$ cat src/rtl/fma_cluster_pkg.sv
// Shared word and operand types for the fma_cluster FMA lanes and write buffer.
package fma_cluster_pkg;

    localparam int WORD_WIDTH  = 16;
    localparam int FIXED_POINT = 10;
    localparam int FMA_COUNT   = 2;

    typedef logic signed [WORD_WIDTH-1:0] word_t;

    // Field order matches the operand line: a in the top bits, c in the bottom.
    typedef struct packed {
        word_t a;
        word_t b;
        word_t c;
    } abc_t;

endpackage

$ cat src/rtl/fma_lane.sv
// One fixed-point multiply-accumulate lane with a single register stage.
// FMA_CLUSTER_SATURATE_EN selects clamping of the sum instead of wrap-around.
module fma_lane
    import fma_cluster_pkg::*;
#(
    parameter int FRAC_BITS = FIXED_POINT
) (
    input  logic  clk_in,
    input  logic  rst_in,
    input  abc_t  abc_in,
    input  logic  valid_in,
    input  logic  use_new_c_in,
    input  logic  emit_in,
    output word_t acc_out,
    output logic  vld_out
);

    localparam int SW = 2*WORD_WIDTH + 1;

    logic signed [2*WORD_WIDTH-1:0] w_prod;
    logic signed [2*WORD_WIDTH-1:0] w_prod_sh;
    logic signed [SW-1:0]           w_sum;
    word_t                          w_addend;
    word_t                          w_next;
    word_t                          r_acc;
    logic                           r_vld;

`ifdef FMA_CLUSTER_SATURATE_EN
    function automatic word_t sat_word(input logic signed [SW-1:0] s);
        logic signed [SW-1:0] lim_hi;
        logic signed [SW-1:0] lim_lo;
        lim_hi = {{(SW-WORD_WIDTH+1){1'b0}}, {(WORD_WIDTH-1){1'b1}}};
        lim_lo = {{(SW-WORD_WIDTH+1){1'b1}}, {(WORD_WIDTH-1){1'b0}}};
        if (s > lim_hi)
            return {1'b0, {(WORD_WIDTH-1){1'b1}}};
        else if (s < lim_lo)
            return {1'b1, {(WORD_WIDTH-1){1'b0}}};
        else
            return s[WORD_WIDTH-1:0];
    endfunction
`endif

    // Arithmetic shift floors the scaled product toward negative infinity.
    assign w_prod    = $signed(abc_in.a) * $signed(abc_in.b);
    assign w_prod_sh = w_prod >>> FRAC_BITS;
    assign w_addend  = use_new_c_in ? abc_in.c : r_acc;
    assign w_sum     = {w_prod_sh[2*WORD_WIDTH-1], w_prod_sh}
                     + {{(WORD_WIDTH+1){w_addend[WORD_WIDTH-1]}}, w_addend};

`ifdef FMA_CLUSTER_SATURATE_EN
    assign w_next = sat_word(w_sum);
`else
    logic w_unused_hi;
    assign w_unused_hi = ^w_sum[SW-1:WORD_WIDTH];
    assign w_next      = w_sum[WORD_WIDTH-1:0];
`endif

    always_ff @(posedge clk_in or posedge rst_in) begin
        if (rst_in) begin
            r_acc <= '0;
            r_vld <= 1'b0;
        end else begin
            r_vld <= valid_in & emit_in;
            if (valid_in)
                r_acc <= w_next;
        end
    end

    assign acc_out = r_acc;
    assign vld_out = r_vld;

endmodule

$ cat src/rtl/fma_cluster.sv
// FMA lane array plus a write buffer that packs three result rounds into one line.
// FMA_CLUSTER_SATURATE_EN (see fma_lane) clamps lane sums instead of wrapping.
module fma_cluster #(
    parameter int FMA_COUNT   = fma_cluster_pkg::FMA_COUNT,
    parameter int WORD_WIDTH  = fma_cluster_pkg::WORD_WIDTH,
    parameter int FIXED_POINT = fma_cluster_pkg::FIXED_POINT,
    parameter int LINE_WIDTH  = 3*WORD_WIDTH*FMA_COUNT
) (
    input  logic                            clk_in,
    input  logic                            rst_in,
    input  logic [3*WORD_WIDTH*FMA_COUNT-1:0] abc_in,
    input  logic                            abc_valid_in,
    input  logic                            use_new_c_in,
    input  logic                            output_can_be_valid_in,
    output logic [WORD_WIDTH*FMA_COUNT-1:0] fma_out,
    output logic [FMA_COUNT-1:0]            fma_valid_out,
    output logic [LINE_WIDTH-1:0]           line_out,
    output logic                            line_valid_out
);

    import fma_cluster_pkg::*;

    word_t                  w_acc [FMA_COUNT];
    logic [FMA_COUNT-1:0]   w_vld;
    logic                   w_cap;
    logic [1:0]             r_fill;
    logic [LINE_WIDTH-1:0]  r_line;
    logic                   r_line_vld;

    for (genvar i = 0; i < FMA_COUNT; i++) begin : g_lane
        abc_t w_abc;
        assign w_abc = abc_t'(abc_in[3*WORD_WIDTH*(FMA_COUNT-i)-1 -: 3*WORD_WIDTH]);

        fma_lane #(
            .FRAC_BITS (FIXED_POINT)
        ) u_lane (
            .clk_in       (clk_in),
            .rst_in       (rst_in),
            .abc_in       (w_abc),
            .valid_in     (abc_valid_in),
            .use_new_c_in (use_new_c_in),
            .emit_in      (output_can_be_valid_in),
            .acc_out      (w_acc[i]),
            .vld_out      (w_vld[i])
        );

        assign fma_out[WORD_WIDTH*(FMA_COUNT-i)-1 -: WORD_WIDTH] = w_acc[i];
    end

    assign fma_valid_out = w_vld;
    assign w_cap         = |w_vld;

    // Round k fills slots k*FMA_COUNT.. counted from the MSB; the pulse follows the third round.
    always_ff @(posedge clk_in or posedge rst_in) begin
        if (rst_in) begin
            r_fill     <= 2'd0;
            r_line     <= '0;
            r_line_vld <= 1'b0;
        end else begin
            r_line_vld <= w_cap && (r_fill == 2'd2);
            if (w_cap) begin
                r_fill <= (r_fill == 2'd2) ? 2'd0 : r_fill + 2'd1;
                for (int k = 0; k < 3; k++) begin
                    if (r_fill == 2'(k)) begin
                        for (int i = 0; i < FMA_COUNT; i++)
                            r_line[LINE_WIDTH-1-(k*FMA_COUNT+i)*WORD_WIDTH -: WORD_WIDTH]
                                <= w_vld[i] ? w_acc[i] : '0;
                    end
                end
            end
        end
    end

    assign line_out       = r_line;
    assign line_valid_out = r_line_vld;

endmodule

$ cat config.mk
export PLATFORM = sky130hd
export DESIGN_NAME = fma_cluster
export DESIGN_NICKNAME = d
export VERILOG_FILES = /design/src/rtl/fma_cluster_pkg.sv /design/src/rtl/fma_lane.sv /design/src/rtl/fma_cluster.sv
export SDC_FILE = /design/constraint.sdc
export NUM_CORES = 1
export LEC_CHECK = 0
export BUFFER_PORTS_ARGS = -buffer_cell sky130_fd_sc_hd__buf_2
export CORE_UTILIZATION = 60
export CTS_CLUSTER_SIZE = 14
export DETAILED_ROUTE_END_ITERATION = 12
export GPL_TIMING_DRIVEN = 0
export HOLD_SLACK_MARGIN = 0.05
export PLACE_DENSITY = 0.91
export SLEW_MARGIN = 0
export SYNTH_ARGS = -nofsm -noshare
export SYNTH_HDL_FRONTEND = slang
export SYNTH_SLANG_ARGS = --single-unit
$ cat constraint.sdc
create_clock -name clk_in -period 6.1 [get_ports clk_in]
set_clock_uncertainty 0.15 [all_clocks]
set_input_delay 1.22 -clock clk_in [delete_from_list [all_inputs] [get_ports clk_in]]
set_output_delay 1.22 -clock clk_in [all_outputs]
set_load 0.005 [all_outputs]
-- After elaboration in Yosys (flattened, before gate mapping)
Index checks and enable logic that the tools add are counted.
- flip-flop bits (word level): 132
- input bits: 101
- output and inout port bits: 131
- add/sub/neg operators: 3
- multipliers: 2
- eq/ne operators: 2
- mux-type cells: 3
- bitwise logic cells: 1
- reduce and logical (&&, ||, !) cells: 5
- operators by type and width (cell ; count):
    $mul 16x16->26 ; 2
    $add 16x16->16 ; 2
    $mux 16 ; 2
    $reduce_and 2->1 ; 3
    $add 2x1->2 const B ; 1
    $eq 2x1->1 const B ; 1
    $eq 2x2->1 const B ; 1
    $logic_not 2->1 ; 1
    $mux 2 ; 1
    $and 1x1->1 ; 1
    $logic_and 1x1->1 ; 1

-- Longest topological paths before layout
- depth after elaboration: 2
- mapped depth: 32

-- Hierarchy
A second synthesis with hierarchy kept.
- cells, all modules: 2362
- area total of the unflattened synthesis: 22577.9 sq um
- modules (own cells, without submodules) (module ; times used ; cells each ; area an instance (sq um)):
    fma_lane at g_lane[0].u_lane ; 1 ; 1069 ; 9532.9
    fma_lane at g_lane[1].u_lane ; 1 ; 1058 ; 9445.3
    fma_cluster ; 1 ; 235 ; 3599.7

-- Worst setup path before layout
Ideal clock, no wire load.
- kind: input to register
- start: input abc_in[17]
- end: register g_lane[1].u_lane.r_acc[15]
- library setup time: 125 ps
- arrival: 7809 ps
- setup slack: -1983 ps
- cell stages on the path: 28
- path buffers: 1
- cell sequence: clkbuf_1 -> nand2_1 -> fa_1 -> fa_1 -> inv_1 -> ha_1 -> fa_1 -> fa_1 -> inv_1 -> fa_1 -> inv_1 -> ha_1 -> and4_1 -> a221o_1 -> and2_1 -> o21a_1 -> nor2_1 -> xnor2_1 -> ha_1 -> o21a_1 -> a211oi_2 -> o311ai_1 -> a31oi_1 -> nor2b_1 -> o21ai_1 -> a211o_1 -> xnor3_1 -> mux2_2
- word-level cells in the longest chain between the ends: 2
- RTL lines (what ; RTL line ; RTL):
    start: declaration ; fma_cluster.sv:11 ; input logic [3*WORD_WIDTH*FMA_COUNT-1:0] abc_in,
    $mul 16x16->26 ; fma_lane.sv:44 ; assign w_prod = $signed(abc_in.a) * $signed(abc_in.b);
    $add 16x16->16 ; fma_lane.sv:48 ; + {{(WORD_WIDTH+1){w_addend[WORD_WIDTH-1]}}, w_addend};
    end signal: assignment ; fma_lane.sv:65 ; r_acc <= w_next;
    end: declaration ; fma_lane.sv:25 ; word_t r_acc;
Every way passes these cells.
A chain may end at the register's enable or synchronous reset.

-- Worst setup path after layout
- start: input abc_in[27]
- end: register g_lane[1].u_lane.r_acc[15]
Same word-level chain as after synthesis.

==> results.txt <==
The run finished, with violations left. The final reports fail on setup timing. The number of search-and-repair iterations in the first detailed-routing pass is 6. The CTS root buffer is sky130_fd_sc_hd__clkbuf_16. The final count of pins violating max slew came out at 0. Dividing the detail-routed via count by the number of cells gives 6.01. The setup slack of the critical path after layout is -2520 ps. The proportion of register bits with asynchronous set or reset after synthesis came out at 1.00. The number of hold-slack violations in the final timing report is 0. The number of buffers inserted by port buffering came out at 229. The required time of the critical path is 6250 ps.

The area growth from synthesis to layout is 22.9%. The global route total overflow is 0. The initial antenna violation count is 11. The layout cell share with drive strength beyond 1 is 0.266. The global router's overall resource usage is 0.359.

Broken down by cell family, the worst path's largest delay share belongs to adder cells. The die width is 196 microns. The post-synthesis sequential element count is 132. The count of hold-fix buffers inserted at cts is 0. Setup repair after global routing could not meet its margin everywhere.

For this run, the leading register cell type out of synthesis is sky130_fd_sc_hd__dfrtp_1. The area of the multi-input gates is 17900 sq um. The pin count of the biggest net entering global routing came out at 81.

The CTS sink count came out at 132. The total wirelength of the detailed-routed design is 74000 microns. In the layout the commonest cells are 513 x sky130_fd_sc_hd__inv_1, 413 x sky130_fd_sc_hd__fa_1, 348 x sky130_fd_sc_hd__nand2_1.

The worst hold path class is reg -> reg. The highest cell delay on the worst timing path is 550 ps. Yosys attributes the largest share of cell area to sky130_fd_sc_hd__fa_1 37%, sky130_fd_sc_hd__dfrtp_1 15%, sky130_fd_sc_hd__ha_1 9.8%.

The H-tree level count came out at 4. The final standard cell area without fillers came out at 27600 sq um. The standard cell core area came out at 36700 sq um. The mean area per synthesized cell is 9.50 sq um. The detailed-route via count is 19397. The time the final worst path needs with I/O delays and setup came out at 8620 ps. The buffering stage count on the worst path with inverters included came out at 5. The number of instances in the synthesized netlist came out at 2367.

The last weighted congestion value of the routability-driven placer is 0.979. The number of nets handed over by synthesis was 3062. The cell that appears most often on the critical path is sky130_fd_sc_hd__fa_1. The count of pins on the block boundary is 232. The worst setup path is of the in -> reg kind.

Once placement finished, the instance area stood at 24600 sq um. For this run, design rule violations remaining after detail routing come to 0. The average wire length per cell after detail routing came out at 22.9 microns. The cell area after synthesis is 22500 sq um. The slowest stage of the critical path belongs to the cell sky130_fd_sc_hd__fa_1. The first global-routing pass estimated 106000 microns of wire. Leaving out fill and tap cells, the most frequent cell in the layout is sky130_fd_sc_hd__inv_1. The clock slew seen by the registers of the worst setup and hold paths came out at 60 ps. The sequential cell area in the final layout came out at 3300 sq um. STA classifies the critical path endpoint as a flip-flop. The maximum fanout along the worst path is 10. The die height came out at 196 microns. The wire-length estimate of the detail-placed layout is 49500 microns. The net total in the final layout is 3435. The first-iteration detailed-routing DRC count is 2014.

In this run the tightest slew margin relative to its limit is 0.242. The number of global-route vias before repair came out at 20592. The largest total area in the synthesized netlist belongs to sky130_fd_sc_hd__fa_1. The number of rows in the core area came out at 70. For this configuration, the core starts out at a cell density of 0.613. The portion of the clock cycle consumed by the worst path in the final layout came out at 1.41. The share of the synthesized area in the top cell type came out at 0.372. The sequential cell area fraction in the yosys report came out at 0.147. The data arrival time of the critical path came out at 8770 ps. Once detail routing completed, the nets flagged for antenna violations numbered 0.

The max-capacitance violation count came out at 0. The number of unique standard cell types used by synthesis is 53. The pin slew with the least headroom to its limit came out at 1130 ps. The clock latency on the worst-skew pair is 430 ps. The number of buffers created by CTS came out at 17.

The count of warnings emitted by yosys is 0. The die covers 38200 sq um. No sink is reached through more buffers than the 2 on the longest clock path.

The number of enable flip-flop cells after synthesis came out at 0. Setup violations remaining at the end of the flow were counted as 31. STA classifies the critical path startpoint as an input port. For this run, the top clock speed supported by timing is 116 MHz. The layout has 2088 filler cells.

The TritonCTS clock tree is yes.
[cell usage after synthesis (2+ instances only)]
cell                       number
sky130_fd_sc_hd__inv_1        531
sky130_fd_sc_hd__fa_1         418
sky130_fd_sc_hd__nand2_1      353
sky130_fd_sc_hd__and2_1       221
sky130_fd_sc_hd__ha_1         176
sky130_fd_sc_hd__dfrtp_1      132
sky130_fd_sc_hd__mux2_2       114
sky130_fd_sc_hd__clkbuf_1      84
sky130_fd_sc_hd__xnor2_1       72
sky130_fd_sc_hd__nor2_1        47
sky130_fd_sc_hd__a21oi_1       36
sky130_fd_sc_hd__xor2_1        19
sky130_fd_sc_hd__a21o_1        17
sky130_fd_sc_hd__nor3_1        14
sky130_fd_sc_hd__nand2b_1      13
sky130_fd_sc_hd__o21ai_0       13
sky130_fd_sc_hd__nand3_1       10
sky130_fd_sc_hd__o21a_1        10
sky130_fd_sc_hd__a211o_1        7
sky130_fd_sc_hd__and3_1         6
sky130_fd_sc_hd__nor2b_1        6
sky130_fd_sc_hd__o31ai_1        6
sky130_fd_sc_hd__nand4_1        5
sky130_fd_sc_hd__o21ai_1        5
sky130_fd_sc_hd__o21bai_1       5
sky130_fd_sc_hd__a211oi_1       4
sky130_fd_sc_hd__a31oi_1        4
sky130_fd_sc_hd__a211oi_2       3
sky130_fd_sc_hd__o311ai_1       3
sky130_fd_sc_hd__or2_2          3
sky130_fd_sc_hd__or3_1          3
sky130_fd_sc_hd__and4_1         2
sky130_fd_sc_hd__buf_4          2
sky130_fd_sc_hd__mux2i_1        2
sky130_fd_sc_hd__nand3b_1       2
sky130_fd_sc_hd__o41ai_1        2
[metrics by stage]
stage	cells	setup slack [ps]	setup TNS, ps	hold slack (ps)	util
floorplan	2367	-1560	-27540	320	-
global placement	3064	-2600	-52320	307	0.668
detailed placement	3065	-2730	-56880	309	0.669
CTS	3182	-1930	-34030	325	0.727
global route	3228	-2680	-47490	356	0.753
finish	3230	-2520	-43090	328	0.753
[tightest hold or removal path, stage by stage, from the launching register on]
cell and delay [ps]:
sky130_fd_sc_hd__dfrtp_1 340, sky130_fd_sc_hd__nand2_1 50, sky130_fd_sc_hd__nand2_1 60
[sequential cells by signal, summed over array words and instances, names as in the netlist]
register and count:
g_lane.u_lane.acc_out 32, line_valid_out 1, r_fill 2, g_lane.u_lane.vld_out 1, line_out 96
[final cells by class]
| type | instances | area share |
|---|---|---|
| Multi-Input combinational cell | 1617 | 0.649 |
| Sequential cell | 132 | 0.120 |
| Timing Repair Buffer | 355 | 0.0879 |
| Inverter | 532 | 0.0725 |
| Buffer | 85 | 0.0280 |
| Tap cell | 468 | 0.0212 |
| Clock buffer | 17 | 0.0154 |
| Clock inverter | 15 | 0.00589 |
| Antenna cell | 9 | 0.000815 |
[per-layer routing]
layer  vias up  global-route usage  wire length (microns)  share of wire
met1      9511               0.416                  24500           0.33
met4         8               0.214                   6280          0.085
met3       550              0.0606                   7640           0.10
li1       7822                   -                      -              -
met5         -                   0                     57        0.00077
met2      1506               0.626                  35600           0.48
[path summary, 6_finish.rpt]
path                                        startpoint                           end  slack (ps)  cells after the start
setup / recovery                            abc_in[27]  g_lane[1].u_lane.acc_out[15]       -2520                     25
hold / removal                             line_out[2]                   line_out[2]         330                      2
setup reg to reg           g_lane[1].u_lane.acc_out[1]  g_lane[1].u_lane.acc_out[15]        2200                     11
hold reg to reg                            line_out[2]                   line_out[2]         330                      2
max in group asynchronous                       rst_in                  line_out[38]        4340                      3
min in group asynchronous                       rst_in                  line_out[48]         700                      2
[kinds of logic (layout without fill, tap and decap cells)]
| kind of cell | Yosys count | after routing | synth area share |
|---|---|---|---|
| mux | 117 | 117 | 0.0587 |
| flops | 132 | 132 | 0.147 |
| simple gates | 687 | 687 | 0.146 |
| other cells | 0 | 9 | 0 |
| fa+ha+maj | 594 | 594 | 0.470 |
| buf+inv | 618 | 1004 | 0.104 |
| xor+xnor | 92 | 92 | 0.0365 |
| compound gates | 127 | 127 | 0.0384 |
[repair_timing]
action                     4_1_cts  5_1_grt
gates cloned                     3        1
pin swaps                       85      110
setup endpoints to repair       31       31
buffers inserted                87       53
gates resized for setup        224      151
Power is left out: the tool's default activity adds up to more than one toggle a clock period on the data nets, which glitch-free logic cannot reach.
